--- config.mk ---
export PLATFORM = sky130hd
export DESIGN_NAME = pc_branch_unit_flat
export DESIGN_NICKNAME = d
export VERILOG_FILES = /design/src/rtl/pc_branch_unit_pkg.sv /design/src/rtl/pc_branch_unit_if.sv /design/src/rtl/pc_branch_unit_ras_stack.sv /design/src/rtl/pc_branch_unit.sv /design/src/flat_wrapper.sv
export SDC_FILE = /design/constraint.sdc
export NUM_CORES = 1
export LEC_CHECK = 0
export CORE_UTILIZATION = 25
export CTS_BUF_LIST = sky130_fd_sc_hd__clkbuf_2
export DETAILED_ROUTE_END_ITERATION = 8
export GPL_TIMING_DRIVEN = 0
export PLACE_DENSITY = 0.47
export SLEW_MARGIN = 20
export SYNTH_ARGS = -nofsm -noshare
export SYNTH_HDL_FRONTEND = slang
export SYNTH_SLANG_ARGS = --single-unit
--- constraint.sdc ---
create_clock -name clk -period 3.82 [get_ports clk]
set_input_delay 0.764 -clock clk [delete_from_list [all_inputs] [get_ports clk]]
set_output_delay 0.764 -clock clk [all_outputs]
set_load 0.05 [all_outputs]
--- src/rtl/pc_branch_unit_pkg.sv ---
`default_nettype none
// ---------------------------------------------------------------------------
// pc_branch_unit_pkg : shared defaults and next-PC select encodings
// Rev 1.0
// ---------------------------------------------------------------------------
package pc_branch_unit_pkg;

    localparam int          C_PC_W_DEF      = 16;
    localparam int          C_RAS_DEPTH_DEF = 4;
    localparam logic [15:0] C_RESET_PC_DEF  = 16'h0000;

    typedef enum logic [2:0] {
        SEL_SEQ  = 3'd0,
        SEL_BR   = 3'd1,
        SEL_JMP  = 3'd2,
        SEL_CALL = 3'd3,
        SEL_RET  = 3'd4
    } next_sel_e;

    // First match wins: ret, call, jump, taken branch, then sequential.
    function automatic next_sel_e sel_next(input logic ret, input logic call,
                                           input logic jump, input logic br_taken);
        if (ret)           return SEL_RET;
        else if (call)     return SEL_CALL;
        else if (jump)     return SEL_JMP;
        else if (br_taken) return SEL_BR;
        else               return SEL_SEQ;
    endfunction

endpackage
`default_nettype wire

--- src/rtl/pc_branch_unit_if.sv ---
`default_nettype none
// ---------------------------------------------------------------------------
// pc_branch_unit_if : control-flow inputs and PC/status outputs
// Rev 1.0
// ---------------------------------------------------------------------------
interface pc_branch_unit_if #(
    parameter int PC_W = pc_branch_unit_pkg::C_PC_W_DEF
);
    logic            stall;
    logic            instr_valid;
    logic            is_branch;
    logic            is_jump;
    logic            is_call;
    logic            is_ret;
    logic            cmp_out;
    logic [PC_W-1:0] br_offset;
    logic [PC_W-1:0] jump_target;
    logic [PC_W-1:0] pc;
    logic            redirect;
    logic [15:0]     taken_count;
    logic            ras_overflow;
    logic            ras_underflow;

    modport master (
        output stall, instr_valid, is_branch, is_jump, is_call, is_ret,
               cmp_out, br_offset, jump_target,
        input  pc, redirect, taken_count, ras_overflow, ras_underflow
    );

    modport slave (
        input  stall, instr_valid, is_branch, is_jump, is_call, is_ret,
               cmp_out, br_offset, jump_target,
        output pc, redirect, taken_count, ras_overflow, ras_underflow
    );
endinterface
`default_nettype wire

--- src/rtl/pc_branch_unit_ras_stack.sv ---
`default_nettype none
// ---------------------------------------------------------------------------
// pc_branch_unit_ras_stack : circular return-address stack, oldest overwritten
// Rev 1.0
// ---------------------------------------------------------------------------
module pc_branch_unit_ras_stack #(
    parameter int DEPTH = 4,
    parameter int W     = 16
) (
    input  wire logic         clk,
    input  wire logic         rst,
    input  wire logic         push,
    input  wire logic         pop,
    input  wire logic [W-1:0] din,
    output logic [W-1:0]      dout,
    output logic              empty,
    output logic              full
);
    localparam int PTR_W = $clog2(DEPTH);
    localparam int CNT_W = PTR_W + 1;

    logic [W-1:0]     r_mem [DEPTH];
    logic [PTR_W-1:0] r_wr_ptr;
    logic [CNT_W-1:0] r_count;

    always_ff @(posedge clk) begin
        if (rst) begin
            r_wr_ptr <= '0;
            r_count  <= '0;
        end else if (push) begin
            // Full push wraps onto the oldest slot; count stays at DEPTH.
            r_wr_ptr <= r_wr_ptr + PTR_W'(1);
            if (r_count != CNT_W'(DEPTH))
                r_count <= r_count + CNT_W'(1);
        end else if (pop) begin
            r_wr_ptr <= r_wr_ptr - PTR_W'(1);
            r_count  <= r_count - CNT_W'(1);
        end
    end

    always_ff @(posedge clk) begin
        if (!rst && push)
            r_mem[r_wr_ptr] <= din;
    end

    assign dout  = r_mem[r_wr_ptr - PTR_W'(1)];
    assign empty = (r_count == '0);
    assign full  = (r_count == CNT_W'(DEPTH));
endmodule
`default_nettype wire

--- src/rtl/pc_branch_unit.sv ---
`default_nettype none
// ---------------------------------------------------------------------------
// pc_branch_unit : next-PC selection, redirect, taken counter and RAS flags
// Rev 1.0
// ---------------------------------------------------------------------------
module pc_branch_unit
    import pc_branch_unit_pkg::*;
#(
    parameter int              PC_W      = C_PC_W_DEF,
    parameter int              RAS_DEPTH = C_RAS_DEPTH_DEF,
    parameter logic [PC_W-1:0] RESET_PC  = PC_W'(C_RESET_PC_DEF)
) (
    input wire logic          clk,
    input wire logic          rst,
    pc_branch_unit_if.slave   bus
);
    logic [PC_W-1:0] r_pc;
    logic            r_redirect;
    logic [15:0]     r_taken_count;
    logic            r_ras_overflow;
    logic            r_ras_underflow;

    logic            w_adv;
    next_sel_e       w_sel;
    logic [PC_W-1:0] w_pc_inc;
    logic [PC_W-1:0] w_next_pc;
    logic            w_taken;
    logic            w_push;
    logic            w_pop;
    logic [PC_W-1:0] w_ras_top;
    logic            w_ras_empty;
    logic            w_ras_full;

    assign w_adv    = !bus.stall && bus.instr_valid;
    assign w_sel    = sel_next(bus.is_ret, bus.is_call, bus.is_jump,
                               bus.is_branch && bus.cmp_out);
    assign w_pc_inc = r_pc + PC_W'(1);
    assign w_taken  = (w_sel != SEL_SEQ);
    // A simultaneous call is swallowed by the ret, so push and pop never coincide.
    assign w_push   = w_adv && (w_sel == SEL_CALL);
    assign w_pop    = w_adv && (w_sel == SEL_RET) && !w_ras_empty;

    always_comb begin
        w_next_pc = w_pc_inc;
        case (w_sel)
            SEL_RET:  w_next_pc = w_ras_empty ? RESET_PC : w_ras_top;
            SEL_CALL: w_next_pc = bus.jump_target;
            SEL_JMP:  w_next_pc = bus.jump_target;
            SEL_BR:   w_next_pc = w_pc_inc + bus.br_offset;
            default:  w_next_pc = w_pc_inc;
        endcase
    end

    pc_branch_unit_ras_stack #(
        .DEPTH (RAS_DEPTH),
        .W     (PC_W)
    ) u_ras (
        .clk   (clk),
        .rst   (rst),
        .push  (w_push),
        .pop   (w_pop),
        .din   (w_pc_inc),
        .dout  (w_ras_top),
        .empty (w_ras_empty),
        .full  (w_ras_full)
    );

    always_ff @(posedge clk) begin
        if (rst) begin
            r_pc            <= RESET_PC;
            r_redirect      <= 1'b0;
            r_taken_count   <= '0;
            r_ras_overflow  <= 1'b0;
            r_ras_underflow <= 1'b0;
        end else if (w_adv) begin
            r_pc       <= w_next_pc;
            r_redirect <= w_taken;
            if (w_taken && (r_taken_count != 16'hFFFF))
                r_taken_count <= r_taken_count + 16'd1;
            if (w_push && w_ras_full)
                r_ras_overflow <= 1'b1;
            if ((w_sel == SEL_RET) && w_ras_empty)
                r_ras_underflow <= 1'b1;
        end else begin
            r_redirect <= 1'b0;
        end
    end

    assign bus.pc            = r_pc;
    assign bus.redirect      = r_redirect;
    assign bus.taken_count   = r_taken_count;
    assign bus.ras_overflow  = r_ras_overflow;
    assign bus.ras_underflow = r_ras_underflow;
endmodule
`default_nettype wire

--- src/flat_wrapper.sv ---
// flat-port wrapper written by rule: the top's interface ports become plain ports
module pc_branch_unit_flat import pc_branch_unit_pkg::*;
#(
    parameter int              PC_W      = C_PC_W_DEF,
    parameter int              RAS_DEPTH = C_RAS_DEPTH_DEF,
    parameter logic [PC_W-1:0] RESET_PC  = PC_W'(C_RESET_PC_DEF)
)
  (clk, rst, bus_stall, bus_instr_valid, bus_is_branch, bus_is_jump, bus_is_call, bus_is_ret, bus_cmp_out, bus_br_offset, bus_jump_target, bus_pc, bus_redirect, bus_taken_count, bus_ras_overflow, bus_ras_underflow);
  pc_branch_unit_if #(.PC_W(PC_W)) bus_i ();
  input wire logic clk;
  input wire logic rst;
  input wire logic [$bits(bus_i.stall)-1:0] bus_stall;
  input wire logic [$bits(bus_i.instr_valid)-1:0] bus_instr_valid;
  input wire logic [$bits(bus_i.is_branch)-1:0] bus_is_branch;
  input wire logic [$bits(bus_i.is_jump)-1:0] bus_is_jump;
  input wire logic [$bits(bus_i.is_call)-1:0] bus_is_call;
  input wire logic [$bits(bus_i.is_ret)-1:0] bus_is_ret;
  input wire logic [$bits(bus_i.cmp_out)-1:0] bus_cmp_out;
  input wire logic [$bits(bus_i.br_offset)-1:0] bus_br_offset;
  input wire logic [$bits(bus_i.jump_target)-1:0] bus_jump_target;
  output wire logic [$bits(bus_i.pc)-1:0] bus_pc;
  output wire logic [$bits(bus_i.redirect)-1:0] bus_redirect;
  output wire logic [$bits(bus_i.taken_count)-1:0] bus_taken_count;
  output wire logic [$bits(bus_i.ras_overflow)-1:0] bus_ras_overflow;
  output wire logic [$bits(bus_i.ras_underflow)-1:0] bus_ras_underflow;
  assign bus_i.stall = bus_stall;
  assign bus_i.instr_valid = bus_instr_valid;
  assign bus_i.is_branch = bus_is_branch;
  assign bus_i.is_jump = bus_is_jump;
  assign bus_i.is_call = bus_is_call;
  assign bus_i.is_ret = bus_is_ret;
  assign bus_i.cmp_out = bus_cmp_out;
  assign bus_i.br_offset = bus_br_offset;
  assign bus_i.jump_target = bus_jump_target;
  assign bus_pc = bus_i.pc;
  assign bus_redirect = bus_i.redirect;
  assign bus_taken_count = bus_i.taken_count;
  assign bus_ras_overflow = bus_i.ras_overflow;
  assign bus_ras_underflow = bus_i.ras_underflow;
  pc_branch_unit #(.PC_W(PC_W), .RAS_DEPTH(RAS_DEPTH), .RESET_PC(RESET_PC)) u_core (.clk(clk), .rst(rst), .bus(bus_i));
endmodule
=== Yosys cells after proc, flatten, opt, wreduce, memory -nomap -nowiden ===
Memories as Yosys holds them, arrays and structs flattened.
Cells that the tools add are included.

* Flip-flop bits (word level): 40
* RAM bits: 64
* Input bits: 41
* Output and inout bits: 35
* Memories kept: 1

* Add/subtract/negate cells: 7
* Equality and inequality tests: 8
* Mux-type cells: 13
* Bitwise gates (word level): 1
* Reductions and logical operators: 21

{| class="wikitable"
|+ Memories
! name !! depth !! bits a word !! read ports !! clocked after Yosys merged registers in !! write ports !! RTL line !! source
|-
| u_core.u_ras.r_mem || 4 || 16 || 1 || 0 || 1 || pc_branch_unit_ras_stack.sv:22 || <nowiki>logic [W-1:0] r_mem [DEPTH];</nowiki>
|}

{| class="wikitable"
|+ Operators by type and width
! operator !! count
|-
| $pmux W16 S3 || 1
|-
| $add A16 B1 Y16 const B || 2
|-
| $mux W3 || 6
|-
| $add A16 B16 Y16 || 1
|-
| $mux W16 || 1
|-
| $ne A16 B16 Y1 const B || 1
|-
| $logic_and A1 B1 Y1 || 9
|-
| $reduce_and A2 Y1 || 4
|-
| $eq A3 B2 Y1 const B || 2
|-
| $eq A3 B3 Y1 const B || 2
|-
| $mux W2 || 2
|-
| $reduce_or A2 Y1 || 2
|-
| $add A3 B1 Y3 const B || 1
|-
| $eq A3 B1 Y1 const B || 1
|-
| $logic_not A1 Y1 || 3
|-
| $logic_not A3 Y1 || 1
|-
| $mux W1 || 3
|-
| $ne A3 B3 Y1 const B || 1
|-
| $reduce_bool A3 Y1 || 1
|-
| $sub A3 B1 Y3 const B || 1
|-
| $add A2 B1 Y2 const B || 1
|-
| $ne A2 B1 Y1 const B || 1
|-
| $reduce_bool A2 Y1 || 1
|-
| $sub A2 B1 Y2 const B || 1
|-
| $not A1 Y1 || 1
|}

=== Longest topological paths before layout ===
* Word-level depth: 10
* Mapped depth: 13
* Mapped depth without buffers: 12

=== By module ===
From an unflattened synthesis, not the netlist that was laid out.

* Cell total of the unflattened synthesis: 481
* Area total of the unflattened synthesis: 5,534.1 µm²

{| class="wikitable"
|+ By module, submodules not included
! module !! instances !! cells an instance !! area an instance (µm²) !! sequential area each (µm²)
|-
| pc_branch_unit || 1 || 356 || 2,839.0 || 700.7
|-
| pc_branch_unit_ras_stack || 1 || 125 || 2,695.1 || 2,021.9
|}

=== Worst setup path after synthesis ===
Ideal clock, no wire load.

* Path type: flip-flop to flip-flop
* Start point: register u_core.r_pc[0], in the netlist u_core.bus.pc[0]
* End point: register u_core.r_pc[13], in the netlist u_core.bus.pc[13]
* Setup time: 129 ps
* Arrival: 3,182 ps
* Slack: 509 ps
* Cell stages (with the launch flop): 12
* Path buffers: 1
* Clock period less this slack: 3,311 ps
* Path through: dfxtp_1 ha_1 and2_1 nor3b_2 and4_1 xor2_1 ha_1 clkbuf_1 a21o_1 or4_1 nand3_1 a31oi_1

* Cells in the longest elaborated chain, start to end: 3

{| class="wikitable"
|+ RTL lines
! element !! RTL line !! source
|-
| start: declaration || pc_branch_unit.sv:17 || <nowiki>logic [PC_W-1:0] r_pc;</nowiki>
|-
| start signal: assignment || pc_branch_unit.sv:76 || <nowiki>r_pc <= w_next_pc;</nowiki>
|-
| $add A16 B1 Y16 || pc_branch_unit.sv:37 || <nowiki>assign w_pc_inc = r_pc + PC_W'(1);</nowiki>
|-
| via u_core.u_ras.din[12] || pc_branch_unit_ras_stack.sv:14 || <nowiki>input wire logic [W-1:0] din,</nowiki>
|-
| $add A16 B16 Y16 || pc_branch_unit.sv:49 || <nowiki>SEL_BR: w_next_pc = w_pc_inc + bus.br_offset;</nowiki>
|-
| $pmux W16 S3 || pc_branch_unit.sv:45 || <nowiki>case (w_sel)</nowiki>
|}

The timed path passes the listed nets, and every way through them passes these cells.
A chain may end at the register's enable or synchronous reset.

=== Final worst setup path ===
* Start point: register u_core.r_pc[0], in the netlist u_core.bus.pc[0]
* End point: register u_core.r_pc[15], in the netlist u_core.bus.pc[15]

Same word-level chain as after synthesis.

==> summary.txt <==
Total grt overflow: 0
Clock-pin slew on the worst setup and hold paths: 0.35 ns
Post-synth EDFFs: 64
Worst Tran Pin Value: 1.02 ns
Sequential fraction of the synthesis area: 47.7%
TritonCTS Buffers: 9
Pre-Repair DR Iteration Count: 5
Clock root buffer: clkbuf_2
GRT Overall Usage: 15.0%
Relative slew slack: 32.3%
Total number of vias: 4441
Clk sinks: 104
Final hold slack: 0.530 ns
CP arrival: 4.14 ns
Max Freq: 0.282 GHz
Count of cell types in the netlist: 70
# port buffers: 74
H-Tree Level Count: 3
Area Overhead vs Synth: 22.3%
Vias in the first global route: 4419
Max cap viols: 0
WL per Instance: 19.9 um
Yosys reg bits: 104
Status: finished clean
Total number of yosys warnings: 0
Power Density: 321 mW/mm^2
Worst r2r src: u_core.bus.pc[0]
Global-route wire length before repair: 26400 um
CP Launch Type: flip-flop
Synthesized cell area: 0.00570 mm^2
Worst VDD drop: 0.000118 V
Ys async rst share: 0%
IO Count: 76
Row cnt: 54
Initial antenna violation count: 1
Period utilization: 92.7%
Final Setup Violations: 0
Leak: 0.00240 uW
Post-route ant nets: 0
Die area: 0.0234 mm^2
Hold/Removal Path Class: reg2reg
Syn Nets: 571
Worst-path fanout max: 7
Fraction of layout cells with a size suffix above 1: 11.4%
1st-iter DRT viols: 350
Worst Path Required: 4.41 ns
DIE HEIGHT: 153 um
Synthesized area per cell: 11.3 um^2
Post-synth top area share: 33.7%
Buffer count from post-CTS setup fixing: 0
TNS Setup: 0 ns
CP Capture Type: flip-flop
Multi-input logic area: 0.00290 mm^2
Die width: 153 um
Commonest cells post-synth: edfxtp_1 (64), nor2_1 (48), dfxtp_1 (40), nand2_1 (32)
Clock latency on the worst-skew pair: 0.63 ns
DP HPWL: 13100 um
Largest net degree at the start of global routing: 22
Final Max Slew Viols: 0
Reg area: 0.00272 mm^2
Final GP Congestion: 0.856
Hold Crit Start: u_core.bus.ras_underflow
Top-count cell post-synth: edfxtp_1
Area leader, netlist: edfxtp_1
Top_reg_cell synth: edfxtp_1
Fin. Hold Viols: 0
Setup CP Type: reg2reg
Clk_skew: 0.0427 ns
CTS tree: done
Start point of the critical path: u_core.bus.pc[0]
Final net count: 656
Worst reg2reg setup slack: 0.28 ns
Filler cells: 2191
Vias per cell: 5.08
Total Wirelength: 17400 um
Drc violations: 0
Clk buf depth: 2
Dominant cells by area after synthesis: edfxtp_1 (34%), dfxtp_1 (14%), mux4_2 (6.3%)
Initial core utilization: 25.8%
Post-Syn Instances: 504
RSZ-0062 raised after global routing: no
Core box area: 0.0221 mm^2
Tmin final: 3.54 ns
per-stage QoR:
stage	area, um^2	util, %	cells	setup WS (ns)	power [uW]
CTS	6920	31.3	874	0.0224	2250
floorplan	5700	-	504	0.509	1530
finish	6970	31.6	875	0.279	2240
global placement	6790	30.8	858	0.0312	1700
global route	6970	31.6	875	0.0439	2330
detailed placement	6790	30.8	858	0.0170	1700
worst max-delay path, cell delays in order (launching register included):
cell	delay (ns)
dfxtp_1	0.55
ha_1	0.23
and2_1	0.22
nor3b_2	0.32
nand2_1	0.17
xnor2_2	0.21
ha_1	0.30
clkbuf_1	0.24
nand4_1	0.19
o211ai_1	0.41
o21ai_0	0.26
and3_1	0.26
o31ai_2	0.16
power breakdown:
part	internal, uW	total [uW]	switching [uW]
Sequential	1210	1240	27.7
Clock	116	556	439
Combinational	182	445	263
Total	1510	2240	730
layer usage:
metal / up-vias / track usage, % / routed length (um)
met5: - / 0 / 0
met3: 10 / 2.64 / 868
met1: 2204 / 20.4 / 8160
li1: 2099 / - / -
met4: 0 / 3.37 / 162
met2: 128 / 24.7 / 8200
cell type report:
type / instances / area share, %
antenna: 1 / 0.0359
tap: 280 / 5.02
clock buffer: 9 / 0.646
multi-input combinational: 368 / 41.6
inverter: 9 / 0.484
sequential: 104 / 39.0
clock inverter: 7 / 1.08
buffer: 23 / 1.49
timing repair buffer: 74 / 10.6
final timing paths:
check | end | cells after the start
min reg2reg | u_core.bus.ras_underflow | 2
min | u_core.bus.ras_underflow | 2
max reg2reg | u_core.bus.pc[15] | 12
max | u_core.bus.pc[15] | 12
timing repair:
item	CTS	global route
endpoints found under the setup margin	1	8
hold buffers	0	0
hold endpoints to repair	0	0
pin swaps	0	0
gates resized for setup	1	8
cloned	0	0
layout by cell type (no fill, tap or decap), types with 4 or more instances in the layout:
master,n
edfxtp_1,64
nand4_1,8
a221oi_1,8
a31oi_1,15
o211ai_1,4
a21oi_1,21
nor2_1,48
mux4_2,16
inv_1,9
and2_1,7
clkdlybuf4s50_1,74
clkbuf_2,10
nand3b_1,6
ha_1,24
nand2_1,32
buf_2,4
a211oi_1,5
xor2_1,17
a21oi_2,4
and3_1,9
clkbuf_1,14
o21ai_1,5
o21ai_0,24
xnor2_1,17
dfxtp_1,40
nor3_1,8
a21o_1,8
nand3_1,13
o21a_1,5
flip-flops by register name, summed over array words and instances, names as in the netlist:
name                      count
u_core.bus.redirect           1
u_core.bus.ras_underflow      1
u_core.bus.taken_count       16
u_core.u_ras.r_wr_ptr         2
u_core.u_ras.r_count          3
u_core.bus.pc                16
u_core.bus.ras_overflow       1
u_core.u_ras.r_mem           64
cells by family (layout without fill, tap and decap cells):
group | count (synthesis) | in the layout | synth area share, %
DFF | 104 | 104 | 47.7
other | 0 | 1 | 0
xor gates and xnor gates | 39 | 39 | 6.23
muxes | 19 | 19 | 6.85
AOI/OAI and AO/OA | 124 | 124 | 15.0
adders and majority gates | 26 | 26 | 5.97
buffers and inverters | 32 | 122 | 2.39
and+or+nand+nor | 160 | 160 | 15.8
(Power assumes the default switching activity.)
